==> config.mk <==
export PLATFORM = sky130hd
export DESIGN_NAME = seg_scan_ctrl
export DESIGN_NICKNAME = d
export VERILOG_FILES = /design/src/rtl/seg_pkg.sv /design/src/rtl/seg_pwm_gate.sv /design/src/rtl/seg_scan_ctrl.sv
export SDC_FILE = /design/constraint.sdc
export NUM_CORES = 1
export LEC_CHECK = 0
export ABC_AREA = 1
export BUFFER_PORTS_ARGS = -buffer_cell sky130_fd_sc_hd__clkbuf_2
export CORE_MARGIN = 5
export CORE_UTILIZATION = 40
export CTS_CLUSTER_SIZE = 10
export DETAILED_ROUTE_END_ITERATION = 10
export GPL_ROUTABILITY_DRIVEN = 0
export SLEW_MARGIN = 20
export SYNTH_ARGS = -nofsm -noshare
export SYNTH_HDL_FRONTEND = slang
export SYNTH_HIERARCHICAL = 1
export SYNTH_SLANG_ARGS = --single-unit
export TNS_END_PERCENT = 5
==> constraint.sdc <==
create_clock -name CLK -period 2.4 [get_ports CLK]
set_input_delay 0.24 -clock CLK [delete_from_list [all_inputs] [get_ports CLK]]
set_output_delay 0.24 -clock CLK [all_outputs]
set_load 0.01 [all_outputs]
==> src/rtl/seg_pkg.sv <==
// seg_pkg: shared types and helpers for the multiplexed digit scanner
package seg_pkg;
    localparam int NUM_DIGITS = 4;
    typedef enum logic [1:0] {IDLE, BLANK, ON} state_t;
    function automatic logic [NUM_DIGITS-1:0] idx_to_onehot(input logic [1:0] idx);
        return {1'b1, {(NUM_DIGITS-1){1'b0}}} >> idx;
    endfunction
endpackage

==> src/rtl/seg_pwm_gate.sv <==
// seg_pwm_gate: slot counter with brightness latch and PWM gate for the next cycle
module seg_pwm_gate #(
    parameter int DWELL_CYCLES = 4096,
    parameter int CNT_W = 16
) (
    input  logic             CLK,
    input  logic             RST_N,
    input  logic             restart,
    input  logic             on_next,
    input  logic [3:0]       brightness,
    output logic [CNT_W-1:0] cnt,
    output logic             gate_next
);
    localparam int K = $clog2(DWELL_CYCLES) - 4;
    logic [CNT_W-1:0] cnt_d;
    logic [3:0] bright_q, bright_d;
    // brightness is latched as each ON slot begins so a slot never changes duty midway
    always_comb begin
        cnt_d = restart ? '0 : cnt + 1'b1;
        bright_d = (restart && on_next) ? brightness : bright_q;
        gate_next = on_next && ((cnt_d >> K) <= CNT_W'(bright_d));
    end
    always_ff @(posedge CLK) begin
        if (!RST_N) begin
            cnt <= '0;
            bright_q <= '0;
        end else begin
            cnt <= cnt_d;
            bright_q <= bright_d;
        end
    end
endmodule

==> src/rtl/seg_scan_ctrl.sv <==
// seg_scan_ctrl: 4-digit display scanner with blanking, PWM dimming and frame-atomic updates
module seg_scan_ctrl import seg_pkg::*; #(
    parameter int DWELL_CYCLES = 4096,
    parameter int BLANK_CYCLES = 64,
    parameter int CNT_W = 16
) (
    input  logic        CLK,
    input  logic        RST_N,
    input  logic        enable,
    input  logic        upd_valid,
    output logic        upd_ready,
    input  logic [15:0] upd_value,
    input  logic [3:0]  upd_dots,
    input  logic [3:0]  brightness,
    output logic [3:0]  nibble,
    output logic        dot,
    output logic [1:0]  digit_sel,
    output logic [3:0]  digit_en,
    output logic        frame_tick
);
    localparam logic [CNT_W-1:0] D_LAST = CNT_W'(DWELL_CYCLES - 1);
    localparam logic [CNT_W-1:0] D_PRE = CNT_W'(DWELL_CYCLES - 2);
    localparam logic [CNT_W-1:0] B_LAST = CNT_W'(BLANK_CYCLES > 0 ? BLANK_CYCLES - 1 : 0);
    localparam state_t FIRST = (BLANK_CYCLES > 0) ? BLANK : ON;
    state_t state_q, state_d;
    logic [1:0] idx_q, idx_d;
    logic [CNT_W-1:0] cnt;
    logic expire, restart, gate_next, tick_d, xfer, apply;
    logic [15:0] act_val_q, act_val_d, pend_val_q, pend_val_d;
    logic [3:0] act_dots_q, act_dots_d, pend_dots_q, pend_dots_d;
    logic pend_full_q, pend_full_d;
    seg_pwm_gate #(.DWELL_CYCLES(DWELL_CYCLES), .CNT_W(CNT_W)) u_gate (
        .CLK(CLK),
        .RST_N(RST_N),
        .restart(restart),
        .on_next(state_d == ON),
        .brightness(brightness),
        .cnt(cnt),
        .gate_next(gate_next)
    );
    // outputs are registered from next-state values so they line up with the state they describe
    always_comb begin
        expire = (state_q == BLANK && cnt == B_LAST) || (state_q == ON && cnt == D_LAST);
        state_d = !enable ? IDLE : state_q == IDLE ? FIRST : !expire ? state_q : state_q == BLANK ? ON : FIRST;
        idx_d = !enable ? 2'd0 : (expire && state_q == ON) ? idx_q + 2'd1 : idx_q;
        restart = !enable || state_q == IDLE || expire;
        tick_d = enable && state_q == ON && idx_q == 2'd3 && cnt == D_PRE;
        xfer = upd_valid && upd_ready;
        apply = pend_full_q && (frame_tick || state_q == IDLE);
        pend_full_d = apply ? 1'b0 : xfer ? 1'b1 : pend_full_q;
        pend_val_d = xfer ? upd_value : pend_val_q;
        pend_dots_d = xfer ? upd_dots : pend_dots_q;
        act_val_d = apply ? pend_val_q : act_val_q;
        act_dots_d = apply ? pend_dots_q : act_dots_q;
    end
    always_ff @(posedge CLK) begin
        if (!RST_N) begin
            state_q <= IDLE;
            idx_q <= '0;
            pend_full_q <= 1'b0;
            pend_val_q <= '0;
            pend_dots_q <= '0;
            act_val_q <= '0;
            act_dots_q <= '0;
            upd_ready <= 1'b0;
            nibble <= '0;
            dot <= 1'b0;
            digit_sel <= '0;
            digit_en <= '0;
            frame_tick <= 1'b0;
        end else begin
            state_q <= state_d;
            idx_q <= idx_d;
            pend_full_q <= pend_full_d;
            pend_val_q <= pend_val_d;
            pend_dots_q <= pend_dots_d;
            act_val_q <= act_val_d;
            act_dots_q <= act_dots_d;
            upd_ready <= !pend_full_d;
            nibble <= 4'(act_val_d >> {~idx_d, 2'b00});
            dot <= act_dots_d[idx_d];
            digit_sel <= idx_d;
            digit_en <= gate_next ? idx_to_onehot(idx_d) : 4'd0;
            frame_tick <= tick_d;
        end
    end
endmodule

==> results.toml, run 1 <==
[final_layout]
n_antenna_cell = 0
syn_to_final_growth_pct = 28.94
fill_cells = 777
fin_nets = 581
final_layout_size_suffix_gt1_share_pct = 29.89
final_cell_mix = "nor2_1 (105), dfxtp_1 (69), nand2_1 (64), buf_4 (57), inv_1 (42)"
stdcell_count = 657
mostFrequentLayoutCell = "nor2_1"

[power_and_ir_drop]
p_leak_nw = 2.061
power_density_nw_per_um2 = 609.5
clkPwrFrac_pct = 43.7
p_sw_share_pct = 22.92
ir_drop_v = 0.0003637
intPower_w = 0.002080
power.net_switching_w = 0.0006184
combPwrFrac_pct = 7.1
power_w = 0.002698
p_seq_share_pct = 49.2

[floorplan]
dieArea_um2 = 10540
ios = 41
die_h_um = 102.6
coreArea_um2 = 8299
start_util_pct = 41.37
rows = 33
fp.dieW_um = 102.6

[placement]
place_inst = 636
dp_hpwl_um = 6033
port_buffers = 40

[detailed_routing]
vias_per_cell = 4.778
drt_iter0_drc = 154
wirelength_um = 8096
ant_nets = 0
routedWlPerCell_um = 12.32
drcViolationCount = 0
via_count = 3139
firstDrtPassIters = 5

[global_routing]
grt.total_usage_pct = 16.44
grt_max_degree = 32
antenna_found_initial = 0
grt_first_pass_wirelength_um = 13520
first_global_vias = 2915
gr-total-overflow = 0

[hold_path]
min_path_type = "primary input to flip-flop"

[cts]
htree_levels = 3
cts_tree = "yes"
clockBufferDepth = 2
clock_latency_ps = 350
cts_hold_buf = 0
path_clk_slew_ps = 90
clock-sinks = 76
cts-root-buf = "clkbuf_8"
cts_buffers = 9

[setup_path]
slowest_delay_ps = 330
startpoint_type = "flip-flop"
cp_cell_sequence = "nor2_2, nand2_2, nor3_2, nand4_1, nand2_1, nand3_2, a31oi_4, nand2_4, mux2i_2, ha_1, nand2_1, nand2_1, nand2_1, nand2_1, a21boi_1, nand2_1, nor3_2, nand3_1, nor2_1"
critPathTopFamily = "simple AND/OR/NAND/NOR gates"
crit_top_cell = "nand2_1"
critPathKind = "flip-flop to flip-flop"
path_max_fanout = 5
worstPathArrival_ps = 3090
cp_slowest_cell = "dfxtp_2"
cp-end-kind = "flip-flop"
cp_num_buf_inv = 0
cp.required_ps = 2670

[timing]
rsz0062_at_grt = "true"
slew_headroom_pct = 60.06
skew_ps = 10.63
min_period_over_period_pct = 117.5
setup_viol = 4
fmax_mhz = 354.7
worst_slack_ps = -419.3
hold_viol_final = 0
min_period_ps = 2819
slew_viol_final = 0
worstMarginPinSlew_ps = 597.7

[yosys]
synth-adder-area-share_pct = 2.187
avgSynthCellArea_um2 = 7.513
synth-compound-area-share_pct = 7.143
ys_ff_latch = 76
yosysTopAreaCell = "dfxtp_1"
synth_area_leaders = "dfxtp_1 (44%), nor2_1 (11%), nand2_1 (7.1%)"
syn-num-nets = 491
synthFlopType = "dfxtp_1"
yosys.area.top_type_share_pct = 44.31
synth_warnings = 6
synth-simple-area-share_pct = 34.07
synthArstFlopShare_pct = 0
synth_edf_count = 0
synth_top_family_by_area = "simple AND/OR/NAND/NOR gates"
synth.cell_area_um2 = 3433
netlist_instances = 457
muxShareOfSynthArea_pct = 3.790
ys_types = 34
synthXorXnorAreaFrac_pct = 0.7653
ys_seq_area_share_pct = 44.31

[outcome]
outcome = "finished with violations"
violations = "setup timing"

[job]
cap_violations = 0
==> routing by layer <==
metal  track usage (%)  wire (µm)  up-vias
met3             4.060        399        6
met4             4.642         53        0
li1                  -          -     1642
met2             26.37       3781       55
met1             22.04       3862     1436
met5                 0          0        -
==> final cells by class <==
class                           count  area [µm²]  area share [%]
Tap cell                          105       131.4           2.968
Clock inverter                      7       121.4           2.742
Clock buffer                        9       123.9           2.798
Inverter                           48       180.2           4.070
Multi-Input combinational cell    315        1712           38.67
Sequential cell                    76        1530           34.57
Timing Repair Buffer               97       628.1           14.19
==> registers in the layout, summed over array words and instances, names as in the netlist <==
register and flops:
pend_dots_q 4, idx_q 2, frame_tick 1, act_dots_q 4
pend_full_q 1, u_gate/cnt 16, state_q 2, u_gate/bright_q 4
act_val_q 16, pend_val_q 16, digit_en 4, dot 1
upd_ready 1, nibble 4
==> path summary, 6_finish.rpt <==
path | start | end | slack [ps] | cells past startpoint
worst max-delay path | u_gate/cnt[12] | digit_en[2] | -420 | 19
worst min-delay path | upd_dots[3] | pend_dots_q[3] | 130 | 3
worst max register to register | u_gate/cnt[12] | digit_en[2] | -420 | 19
worst min register to register | pend_val_q[10] | pend_val_q[10] | 490 | 2
==> cell usage after synthesis (2+ instances only) <==
| library cell | instances |
|---|---|
| nor2_1 | 105 |
| dfxtp_1 | 76 |
| nand2_1 | 65 |
| inv_1 | 44 |
| o21ai_0 | 31 |
| nand3_1 | 23 |
| nand4_1 | 17 |
| mux2i_1 | 13 |
| clkbuf_1 | 11 |
| a21oi_1 | 8 |
| nand2_2 | 8 |
| nor2_2 | 7 |
| ha_1 | 6 |
| buf_2 | 5 |
| nor2_4 | 5 |
| o21ai_1 | 4 |
| inv_2 | 3 |
| nand3_2 | 3 |
| nand3_4 | 3 |
| nor3_1 | 3 |
| nor3_2 | 2 |
| nor4_1 | 2 |
| xnor2_1 | 2 |
==> power groups by stage <==
stage / Combinational [W] / Sequential [W] / Clock [W]
finish: 0.000190 / 0.00133 / 0.00118
global route: 0.000220 / 0.00133 / 0.00127
CTS: 0.000192 / 0.00133 / 0.00120
detailed placement: 0.000190 / 0.00136 / 0
global placement: 0.000187 / 0.00136 / 0
floorplan: 0.000126 / 0.00135 / 0
==> metrics by stage <==
| step | utilization [%] | hold slack [ps] | TNS, ps | setup slack, ps | area (µm²) |
|---|---|---|---|---|---|
| 6_report | 53.34 | 133.6 | -1462 | -419.3 | 4427 |
| 4_1_cts | 52.86 | 120.3 | -1255 | -356.1 | 4387 |
| 3_3_place_gp | 49.15 | 465.8 | -1231 | -323.2 | 4079 |
| 5_1_grt | 53.34 | 134.4 | -2344 | -634.2 | 4427 |
| 2_1_floorplan | - | 403.6 | -432.6 | -124.2 | 3442 |
| 3_5_place_dp | 49.15 | 478.7 | -1652 | -454.8 | 4079 |
==> what timing repair did <==
action / CTS / global route
pin swaps: 0 / 6
setup endpoints to repair: 4 / 4
resized for setup: 7 / 10
setup buffers: 4 / 1
==> logic make-up after synthesis <==
kind of cell | count (synthesis)
adder cells (fa/ha/maj) | 6
XOR/XNOR | 3
AND/OR/NAND/NOR | 246
flip-flops | 76
buffers and inverters | 66
AO/OA/AOI/OAI | 47
multiplexers | 13
==> worst register-to-register path, cell delays in order, from the launching register on <==
cell and delay, ps:
dfxtp_2 330, nor2_2 100, nand2_2 70, nor3_2 170
nand4_1 130, nand2_1 100, nand3_2 100, a31oi_4 210
nand2_4 120, mux2i_2 220, ha_1 280, nand2_1 70
nand2_1 50, nand2_1 50, nand2_1 50, a21boi_1 130
nand2_1 80, nor3_2 230, nand3_1 130, nor2_1 140
Note: power is estimated with default switching activity, not from simulation.
==> run 2: changes to the inputs <==
Settings changed: ABC_CLOCK_PERIOD_IN_PS set to 2400, BUFFER_PORTS_ARGS -buffer_cell sky130_fd_sc_hd__clkbuf_2 to not set, DONT_BUFFER_PORTS set to 1.
==> run 2 against run 1 <==
Compared with the run above:
- the flow still finishes with violations (setup timing)
- die area unchanged
- routed wire length shrank 5.2%
- clock skew about the same
- global-route usage is 0.37 points lower
- non-clock buffer count down 46
- final area is 6.8% lower
==> results.toml, run 2 (synthesis results as in run 1) <==
[cts]
htree_levels = 3
cts_buffers = 9
clockBufferDepth = 2
clock-sinks = 76
post_cts_buffers = 0
cts-root-buf = "clkbuf_8"
cts_tree = "yes"
clock_latency_ps = 350
path_clk_slew_ps = 80

[global_routing]
antenna_found_initial = 0
grt.total_usage_pct = 16.07
grt_max_degree = 33
grt_first_pass_wirelength_um = 12970
gr-total-overflow = 0
first_global_vias = 2744

[setup_path]
critPathKind = "flip-flop to flip-flop"
cp.required_ps = 2690
cp-end-kind = "flip-flop"
worstPathArrival_ps = 2960
path_max_fanout = 5
reg2regPathDepth = 19
reg2reg_to = "digit_en[2]"
r2r_start = "u_gate/cnt[12]"
rrSetupSlack_ps = -270
startpoint_type = "flip-flop"

[floorplan]
dieArea_um2 = 10540
die_h_um = 102.6
ios = 41
fp.dieW_um = 102.6
start_util_pct = 41.37
coreArea_um2 = 8299
rows = 33

[final_layout]
top_regs = "act_val_q x16, pend_val_q x16, u_gate/cnt x16"
stdcell_count = 611
design_area_um2 = 4125
mostFrequentLayoutCell = "nor2_1"
fin_nets = 535
n_antenna_cell = 0
fin_util_pct = 49.71
fill_cells = 811
ff_latch_area_um2 = 1531
syn_to_final_growth_pct = 20.15
multi_input_area_um2 = 1707
final_cell_mix = "nor2_1 (103), dfxtp_1 (68), nand2_1 (64), buf_4 (49), inv_1 (42)"
final_layout_size_suffix_gt1_share_pct = 23.52

[detailed_routing]
drcViolationCount = 0
top_layer = "met4"
vias_per_cell = 4.774
wirelength_um = 7672
wl_met2_um = 3523
ant_nets = 0
dr_wl_met3_um = 316
drt_iter0_drc = 152
via_count = 2917
routedWlPerCell_um = 12.56
firstDrtPassIters = 4
met1Wirelength_um = 3697

[timing]
min_period_over_period_pct = 111.1
min_period_ps = 2666
worstMarginPinSlew_ps = 977.4
finalSetupTns_ps = -975.3
slew_viol_final = 0
slew_headroom_pct = 34.77
skew_ps = 10.91
fmax_mhz = 375.1
hold_viol_final = 0
rsz0062_at_grt = "true"
worst_slack_ps = -265.6
setup_viol = 4
hold-worst-slack_ps = 15.42

[outcome]
outcome = "finished with violations"
violations = "setup timing"

[placement]
port_buffers = 0
placed_area_um2 = 3856
place_inst = 593
dp_hpwl_um = 5763

[power_and_ir_drop]
ir_drop_v = 0.0003479
power_density_nw_per_um2 = 576.8
p_leak_nw = 1.853

[hold_path]
min_path_cells = 2
min_path_type = "primary input to flip-flop"
min_from = "RST_N"
whs_endpoint = "pend_val_q[6]"

[job]
cap_violations = 0
## run 2: routing by layer
layer | vias up | track usage [%]
met2 | 43 | 25.02
met1 | 1302 | 21.36
met3 | 12 | 3.857
met5 | - | 0
li1 | 1560 | -
met4 | 0 | 6.660
## run 2: how the worst max path moves through the flow
stage	start	to	slack, ps	cells after the start
5_1_grt	u_gate/cnt[11]	digit_en[3]	-530	19
3_5_place_dp	u_gate/cnt[9]	digit_en[2]	-380	19
2_1_floorplan	u_gate/cnt[12]	digit_en[2]	-120	19
6_report	u_gate/cnt[12]	digit_en[2]	-270	19
3_3_place_gp	u_gate/cnt[12]	digit_en[2]	-300	18
4_1_cts	u_gate/cnt[12]	digit_en[2]	-290	19
## run 2: critical path: stages (launching register included)
cell,delay (ps)
dfxtp_2,330
nor2_2,110
nand2_2,70
nor3_2,160
nand4_1,120
nand2_1,110
nand3_2,90
a31oi_4,190
nand2_4,110
mux2i_4,200
ha_1,300
nand2_1,80
nand2_1,50
nand2_1,50
nand2_1,50
a21boi_1,140
nand2_1,90
nor3_2,170
nand3_1,120
nor2_1,90
## run 2: final cells by class
class / count / area share (%)
well taps: 105 / 3.185
flip-flops and latches: 76 / 37.12
clock buffers: 11 / 3.670
clock inverters: 5 / 0.8796
inverters: 48 / 4.368
multi-input cells: 315 / 41.37
repair buffers: 51 / 9.402
## run 2: per-stage QoR
step / total power [W] / worst slack (ps)
after floorplan: 0.001480 / -124.2
after global placement: 0.001507 / -301.4
after detailed placement: 0.001510 / -384.7
after CTS: 0.002407 / -286.7
after global routing: 0.002493 / -533.8
final: 0.002379 / -265.6
## run 2: repair_timing
action,4_1_cts,5_1_grt
hold endpoints to repair,3,1
hold buffers,1,1
endpoints found under the setup margin,4,4
gates resized for setup,9,9
pin swaps,1,1
## run 2: where the power goes
part | switching [W] | internal [W]
clock network | 0.000462 | 0.000433
logic | 0.0000956 | 0.0000581
registers | 0.0000227 | 0.00131
